==> src/rtl/fetch_unit.sv <==
// fetch_unit: instruction fetch front end. It issues one request at a time to
// instruction memory and hands each fetched word, with its address, to decode.
// Latency: request cycle with ready=1, then inst/pc/inst_valid are registered
//   on the edge that samples imem_resp_valid=1 (at least 2 cycles end to end).
// Backpressure: branch_stall/dmem_stall block new requests only, an in-flight
//   request still completes. imem_req_ready=0 holds the request and its address.
// Ports:
//   clk, rst                      clock, synchronous active-high reset
//   branch_stall, dmem_stall      decode stall sources
//   redirect_valid, redirect_pc   taken control transfer from execute
//   imem_req_valid/ready, imem_addr               request channel
//   imem_resp_valid, imem_resp_data               response channel
//   inst, pc, inst_valid          registered instruction to decode
module fetch_unit #(
  parameter logic [31:0] RESET_PC = 32'hBFC0_0000,
  parameter logic [31:0] NOP_INST = 32'h0000_0000
) (
  input  logic        clk,
  input  logic        rst,
  input  logic        branch_stall,
  input  logic        dmem_stall,
  input  logic        redirect_valid,
  input  logic [31:0] redirect_pc,
  output logic        imem_req_valid,
  input  logic        imem_req_ready,
  output logic [31:0] imem_addr,
  input  logic        imem_resp_valid,
  input  logic [31:0] imem_resp_data,
  output logic [31:0] inst,
  output logic [31:0] pc,
  output logic        inst_valid
);

  typedef enum logic [1:0] {
    ST_REQ     = 2'd0,
    ST_WAIT    = 2'd1,
    ST_DISCARD = 2'd2,
    ST_HALT    = 2'd3
  } state_t;

  state_t      state;
  logic [31:0] fetch_pc;
  // A misaligned redirect seen while a stale response is still outstanding
  // must not halt until that response is drained; otherwise the stale word
  // could be mistaken for the answer to the first request after resuming.
  logic        halt_pend;

  logic        stall;
  logic        misaligned;
  logic [31:0] redirect_aligned;
  logic        req_fire;

  assign stall            = branch_stall | dmem_stall;
  assign misaligned       = |redirect_pc[1:0];
  assign redirect_aligned = {redirect_pc[31:2], 2'b00};
  assign imem_addr        = fetch_pc;

  // A redirect in REQ retargets fetch_pc on this edge, so no request may be
  // presented with the old address in that cycle.
  assign imem_req_valid = (state == ST_REQ) & ~stall & ~redirect_valid & ~rst;
  assign req_fire       = imem_req_valid & imem_req_ready;

  always_ff @(posedge clk) begin
    if (rst) begin
      state      <= ST_REQ;
      fetch_pc   <= RESET_PC;
      halt_pend  <= 1'b0;
      inst       <= NOP_INST;
      pc         <= RESET_PC;
      inst_valid <= 1'b0;
    end else begin
      // Bubble by default; only a captured response overrides it.
      inst       <= NOP_INST;
      inst_valid <= 1'b0;

      if (redirect_valid) begin
        fetch_pc <= redirect_aligned;
        case (state)
          ST_WAIT: begin
            if (imem_resp_valid) begin
              // Response for the old path arrives with the redirect: drop it.
              state     <= misaligned ? ST_HALT : ST_REQ;
              halt_pend <= 1'b0;
            end else begin
              state     <= ST_DISCARD;
              halt_pend <= misaligned;
            end
          end
          ST_DISCARD: begin
            // Still owed one stale response; leave only once it has arrived.
            if (imem_resp_valid) begin
              state     <= misaligned ? ST_HALT : ST_REQ;
              halt_pend <= 1'b0;
            end else begin
              halt_pend <= misaligned;
            end
          end
          default: begin
            state     <= misaligned ? ST_HALT : ST_REQ;
            halt_pend <= 1'b0;
          end
        endcase
      end else begin
        case (state)
          ST_REQ: begin
            if (req_fire) state <= ST_WAIT;
          end
          ST_WAIT: begin
            if (imem_resp_valid) begin
              inst       <= imem_resp_data;
              pc         <= fetch_pc;
              inst_valid <= 1'b1;
              fetch_pc   <= fetch_pc + 32'd4;
              state      <= ST_REQ;
            end
          end
          ST_DISCARD: begin
            if (imem_resp_valid) begin
              state     <= halt_pend ? ST_HALT : ST_REQ;
              halt_pend <= 1'b0;
            end
          end
          default: begin
            state <= ST_HALT;
          end
        endcase
      end
    end
  end

endmodule
==> config.mk <==
export PLATFORM = sky130hd
export DESIGN_NAME = fetch_unit
export DESIGN_NICKNAME = d
export VERILOG_FILES = /design/src/rtl/fetch_unit.sv
export SDC_FILE = /design/constraint.sdc
export NUM_CORES = 1
export LEC_CHECK = 0
export BUFFER_PORTS_ARGS = -buffer_cell sky130_fd_sc_hd__buf_2
export CAP_MARGIN = 20
export CORE_ASPECT_RATIO = 1.1
export CORE_MARGIN = 2
export CORE_UTILIZATION = 48
export DETAILED_ROUTE_END_ITERATION = 10
export PLACE_DENSITY = 0.78
export SYNTH_ARGS = -nofsm -noshare
export SYNTH_HDL_FRONTEND = slang
export SYNTH_SLANG_ARGS = --single-unit
==> constraint.sdc <==
create_clock -name clk -period 2.7 [get_ports clk]
set_input_delay 0.135 -clock clk [delete_from_list [all_inputs] [get_ports clk]]
set_output_delay 0.135 -clock clk [all_outputs]
set_load 0.02 [all_outputs]
=== After elaboration in Yosys (flattened, before gate mapping) ===
Cells that the tools add are included.

* Bits in registers: 100
* Latch bits: 0
* Bits in writable memories: 0
* Bits in read-only memories: 0
* Input bits: 71
* Output and inout bits: 98
* Logic and storage cells: 56
* Memories: 0

* Add/subtract/negate cells: 1
* Multipliers: 0
* Divide/modulo/power cells: 0
* Order comparisons: 0
* Equal/unequal tests: 5
* Shift-type cells: 0
* Multiplexer cells: 19
* Bitwise logic cells: 10
* Reduce and logical (&&, ||, !) cells: 14

{| class="wikitable"
|+ Operators with widths
! cell !! count
|-
| $mux 32 || 3
|-
| $add 32x3->32 const B || 1
|-
| $mux 2 || 8
|-
| $mux 1 || 6
|-
| $ne 3x3->1 const B || 2
|-
| $pmux 2 s3 || 1
|-
| $reduce_and 2->1 || 3
|-
| $reduce_and 3->1 || 2
|-
| $reduce_bool 2->1 || 3
|-
| $reduce_or 2->1 || 3
|-
| $not 1->1 || 5
|-
| $and 1x1->1 || 4
|-
| $pmux 2 s2 || 1
|-
| $reduce_or 4->1 || 1
|-
| $reduce_or 3->1 || 1
|-
| $eq 2x1->1 const B || 1
|-
| $eq 2x2->1 const B || 1
|-
| $logic_not 2->1 || 1
|-
| $ne 2x2->1 const B || 1
|-
| $or 1x1->1 || 1
|}

=== Depth between registers and ports, before layout ===
* Depth after elaboration: 9
* Gate-level depth with buffers: 8
* Mapped depth without buffers: 7

=== Least setup slack after synthesis ===
Ideal clock, no wire load.

* Path type: register to register
* Start: reg fetch_pc[2] (netlist: imem_addr[2])
* End: reg fetch_pc[26] (netlist: imem_addr[26])
* Arrival time: 1.867 ns
* Data required time: 2.578 ns
* Setup slack: 0.711 ns
* Cell stages (with the launch flop): 7
* Path through: dfxtp_1 ha_1 nand3_1 nor4_2 nand4_1 or4b_1 o311a_1

* Longest elaborated chain between the ends: 4

{| class="wikitable"
|+ Ends and longest elaborated chain
! item !! RTL line !! source
|-
| from (decl) || 42 || <nowiki>logic [31:0] fetch_pc;</nowiki>
|-
| from (signal assigned) || 77 || <nowiki>fetch_pc <= redirect_aligned;</nowiki>
|-
| from (signal assigned) || 113 || <nowiki>fetch_pc <= fetch_pc + 32'd4;</nowiki>
|-
| $add 32x3->32 || 113 ||
|-
| $mux 32 || 109 || <nowiki>if (imem_resp_valid) begin</nowiki>
|-
| $mux 32 || 104 || <nowiki>case (state)</nowiki>
|-
| $mux 32 || 76 || <nowiki>if (redirect_valid) begin</nowiki>
|}

No other way between the ends. The select of a mux whose other input is x is not followed.
A chain may end at the register's enable or synchronous reset.

=== Worst setup path in the final report ===
* Start: reg state[1]
* End: reg fetch_pc[26] (netlist: imem_addr[26])

* Longest elaborated chain between the ends: 3

{| class="wikitable"
|+ Ends and longest elaborated chain
! item !! RTL line !! source
|-
| from (decl) || 41 || <nowiki>state_t state;</nowiki>
|-
| from (signal assigned) || 82 || <nowiki>state <= misaligned ? ST_HALT : ST_REQ;</nowiki>
|-
| from (signal assigned) || 92 || <nowiki>state <= misaligned ? ST_HALT : ST_REQ;</nowiki>
|-
| from (signal assigned) || 99 || <nowiki>state <= misaligned ? ST_HALT : ST_REQ;</nowiki>
|-
| $eq 2x1->1 || 104 ||
|-
| $reduce_bool 2->1 (no line) || -- ||
|-
| $reduce_and 2->1 (no line) || -- ||
|}

No other way between the ends.

==> results.yml <==
outcome:
  outcome: "finished clean"
worst_hold_path:
  worst_hold_startpoint: "redirect_pc[3]"
  hold_end: "imem_addr[3]$_SDFFE_PP0P_"
  worstHoldPathCells: 3
  hp-class: "in -> reg"
sta:
  maxSlewViolCount: 0
  fin_skew_ps: 12.8
  max_freq_mhz: 459
  hold_viol: 0
  period_share: 0.806
  rsz0062_at_grt: "no"
  slew-limit-headroom: 0.594
  fin_tns_setup_ps: 0
  holdWs_ps: 7.66
  tightest_slew_ps: 609
  setup_violations: 0
  timing.final.crit_period_ps: 2180
setup_path:
  cp_slowest_stage_delay_ps: 480
  start_kind: "flop"
  r2r_start: "state[1]$_SDFFE_PP0P_"
  critPathCaptureType: "flop"
  critical_path.startpoint: "state[1]$_SDFFE_PP0P_"
  reg2reg_to: "imem_addr[26]$_SDFFE_PP1P_"
  crit_slowest_cell: "or4b_1"
  worst-r2r-cell-count: 7
  worstSetupPathType: "reg -> reg"
  critPathArrivalTime_ps: 2440
  worstPathCellList: "inv_1 -> ha_1 -> nand4_4 -> nor4_2 -> nand4_1 -> or4b_1 -> o311a_1"
  crit_path_max_fanout: 10
  crit_required_ps: 2960
  rrSetupSlack_ps: 520
pwr:
  cellPowerDensity_nw_per_um2: 533
  ir_drop_v: 0.000321
  combPwrFrac: 0.147
  internal-power_mw: 2.01
  swShare: 0.304
  p_seq_frac: 0.531
  power_leakage_nw: 2.59
  pwr-share-clk: 0.321
  switching_power_mw: 0.880
routing:
  avgRoutedWirePerCell_um: 15.2
  first_pass_iters: 4
  drt-vias-per-instance: 5.27
  antenna_left: 0
  top_layer: "met4"
  num_vias: 4039
  drc: 0
  met3_length_um: 815
  wl_um: 11700
  wl_met1_um: 4780
  drt_iter0_drc: 226
  route.met2.wl_um: 5930
floorplan:
  die_x_um: 91.8
  chipHeight_um: 101
  die_area_um2: 9230
  rows: 35
  initial_core_util: 0.489
  ios: 169
  coreArea_um2: 8320
cts:
  clk_pin_slew_ps: 100
  cts-root-buf: "clkbuf_8"
  cts.sinks: 96
  cts-buffers-inserted: 9
  clock_latency_ps: 370
  clockBufferDepth: 2
  cts_setup_buffers: 0
  cts_tree: "built"
  cts_max_level: 3
yosys:
  ys.flop_type: "dfxtp_1"
  seq_area_frac_synth: 0.472
  yosys.area.top_type: "dfxtp_1"
  syn_area_per_cell_um2: 8.65
  ys_ff_latch: 96
  synth_cell_type_count: 53
  synth_top_area_frac: 0.472
  synth-async-reset-ratio: 0
  synth_edf_count: 0
  yosys-top-cells-area: "dfxtp_1, nand2_1, and3_1"
  ys_warn_count: 0
  synth_most_common_cell: "dfxtp_1"
  synth_top_cells_by_count: "dfxtp_1, nand2_1, and3_1"
  synth_area_um2: 4070
  netlist_instances: 470
cells_and_area:
  n_fill_cell: 709
  seqCellArea_um2: 1920
  nNetsFinal: 727
  fin_cells: 767
  num_antenna_cells: 0
  drive_gt1_frac: 0.303
  multi_input_area_um2: 1950
  area_delta_synth_final_pct: 33.6
grt:
  antenna_found_initial: 0
  grt_pass1_wl_um: 18500
  grt_pass1_vias: 3740
  grt_max_degree: 52
  overflow: 0
  grt_util_all_layers: 0.250
flow_run:
  cap_violations: 0
place:
  gp_congestion: 0.968
  dp.cells: 720
  io_buffer_count: 164
  hpwl_um: 8000
what timing repair did:
item,in CTS,in global routing
endpoints found under the hold margin,29,2
gates resized for setup,0,0
hold buffers,29,2
final cells by class:
class,instances,share of cell area
tap,111,0.0256
clock buffer,9,0.0228
clock inverter,7,0.0136
timing repair buffer,202,0.220
inverter,7,0.00484
sequential,96,0.354
multi-input combinational,335,0.359
metal layers:
layer / vias up / GRT usage
met5: - / 0
met4: 0 / 0.0838
met3: 15 / 0.0396
met2: 167 / 0.444
met1: 1865 / 0.311
li1: 1992 / -
critical path: cells and delay by family, from the launching register on:
kind	cells	cell delay, ps
AOI/OAI and AO/OA	1	110
adders and majority gates	1	290
buffers and inverters	1	100
DFF	1	360
and+or+nand+nor	4	1220
kinds of logic after synthesis:
kind of cell,Yosys count,synth area share
flops,96,0.472
xor+xnor,20,0.0431
simple gates,233,0.300
mux,6,0.0151
compound gates,67,0.101
buf+inv,42,0.0520
fa+ha+maj,5,0.0154
other cells,1,0.000922
layout by cell type (no fill, tap or decap), drive strengths merged, types with 2 or more instances in the layout:
cell           n
a21oi         36
xnor2          8
nand4         11
dfxtp         96
clkinv         3
or4b           2
nor2b          2
and3          39
and2           2
ha             5
buf          171
and4           4
nor3          17
a211oi         9
inv           11
dlygate4sd3   31
a31oi          2
nand3         25
xor2          12
o211ai         3
nor4          13
conb           4
or3            2
clkbuf         9
o21ai          5
nor2          30
nand2         84
mux2i          5
registers in the layout, summed over array words and instances, names as in the netlist:
register	cells
imem_addr	30
state	2
pc	30
inst_valid	1
halt_pend	1
inst	32
per-stage QoR:
| step | total power, mW | cell area, um2 | utilization | setup WS (ps) |
|---|---|---|---|---|
| floorplan | 1.81 | 4080 | - | 711 |
| global placement | 1.95 | 4930 | 0.592 | 667 |
| detailed placement | 1.96 | 4930 | 0.592 | 553 |
| CTS | 2.91 | 5410 | 0.651 | 532 |
| global route | 3.03 | 5430 | 0.653 | 372 |
| finish | 2.90 | 5430 | 0.653 | 524 |
power by group through the flow:
stage / combinational [mW] / clock, mW / sequential (mW)
floorplan: 0.194 / 0 / 1.61
CTS: 0.423 / 0.946 / 1.54
detailed placement: 0.389 / 0 / 1.57
finish: 0.427 / 0.930 / 1.54
global placement: 0.383 / 0 / 1.56
global route: 0.468 / 1.02 / 1.55
how the worst max path moves through the flow:
stage | slack (ps) | depth (start not counted) | end
2_1_floorplan | 710 | 6 | imem_addr[26]$_SDFFE_PP1P_
3_3_place_gp | 670 | 7 | imem_addr[26]$_SDFFE_PP1P_
3_5_place_dp | 550 | 7 | imem_addr[26]$_SDFFE_PP1P_
4_1_cts | 530 | 7 | imem_addr[26]$_SDFFE_PP1P_
5_1_grt | 370 | 7 | imem_addr[26]$_SDFFE_PP1P_
6_report | 520 | 7 | imem_addr[26]$_SDFFE_PP1P_
Power figures use the tool's default switching activity.
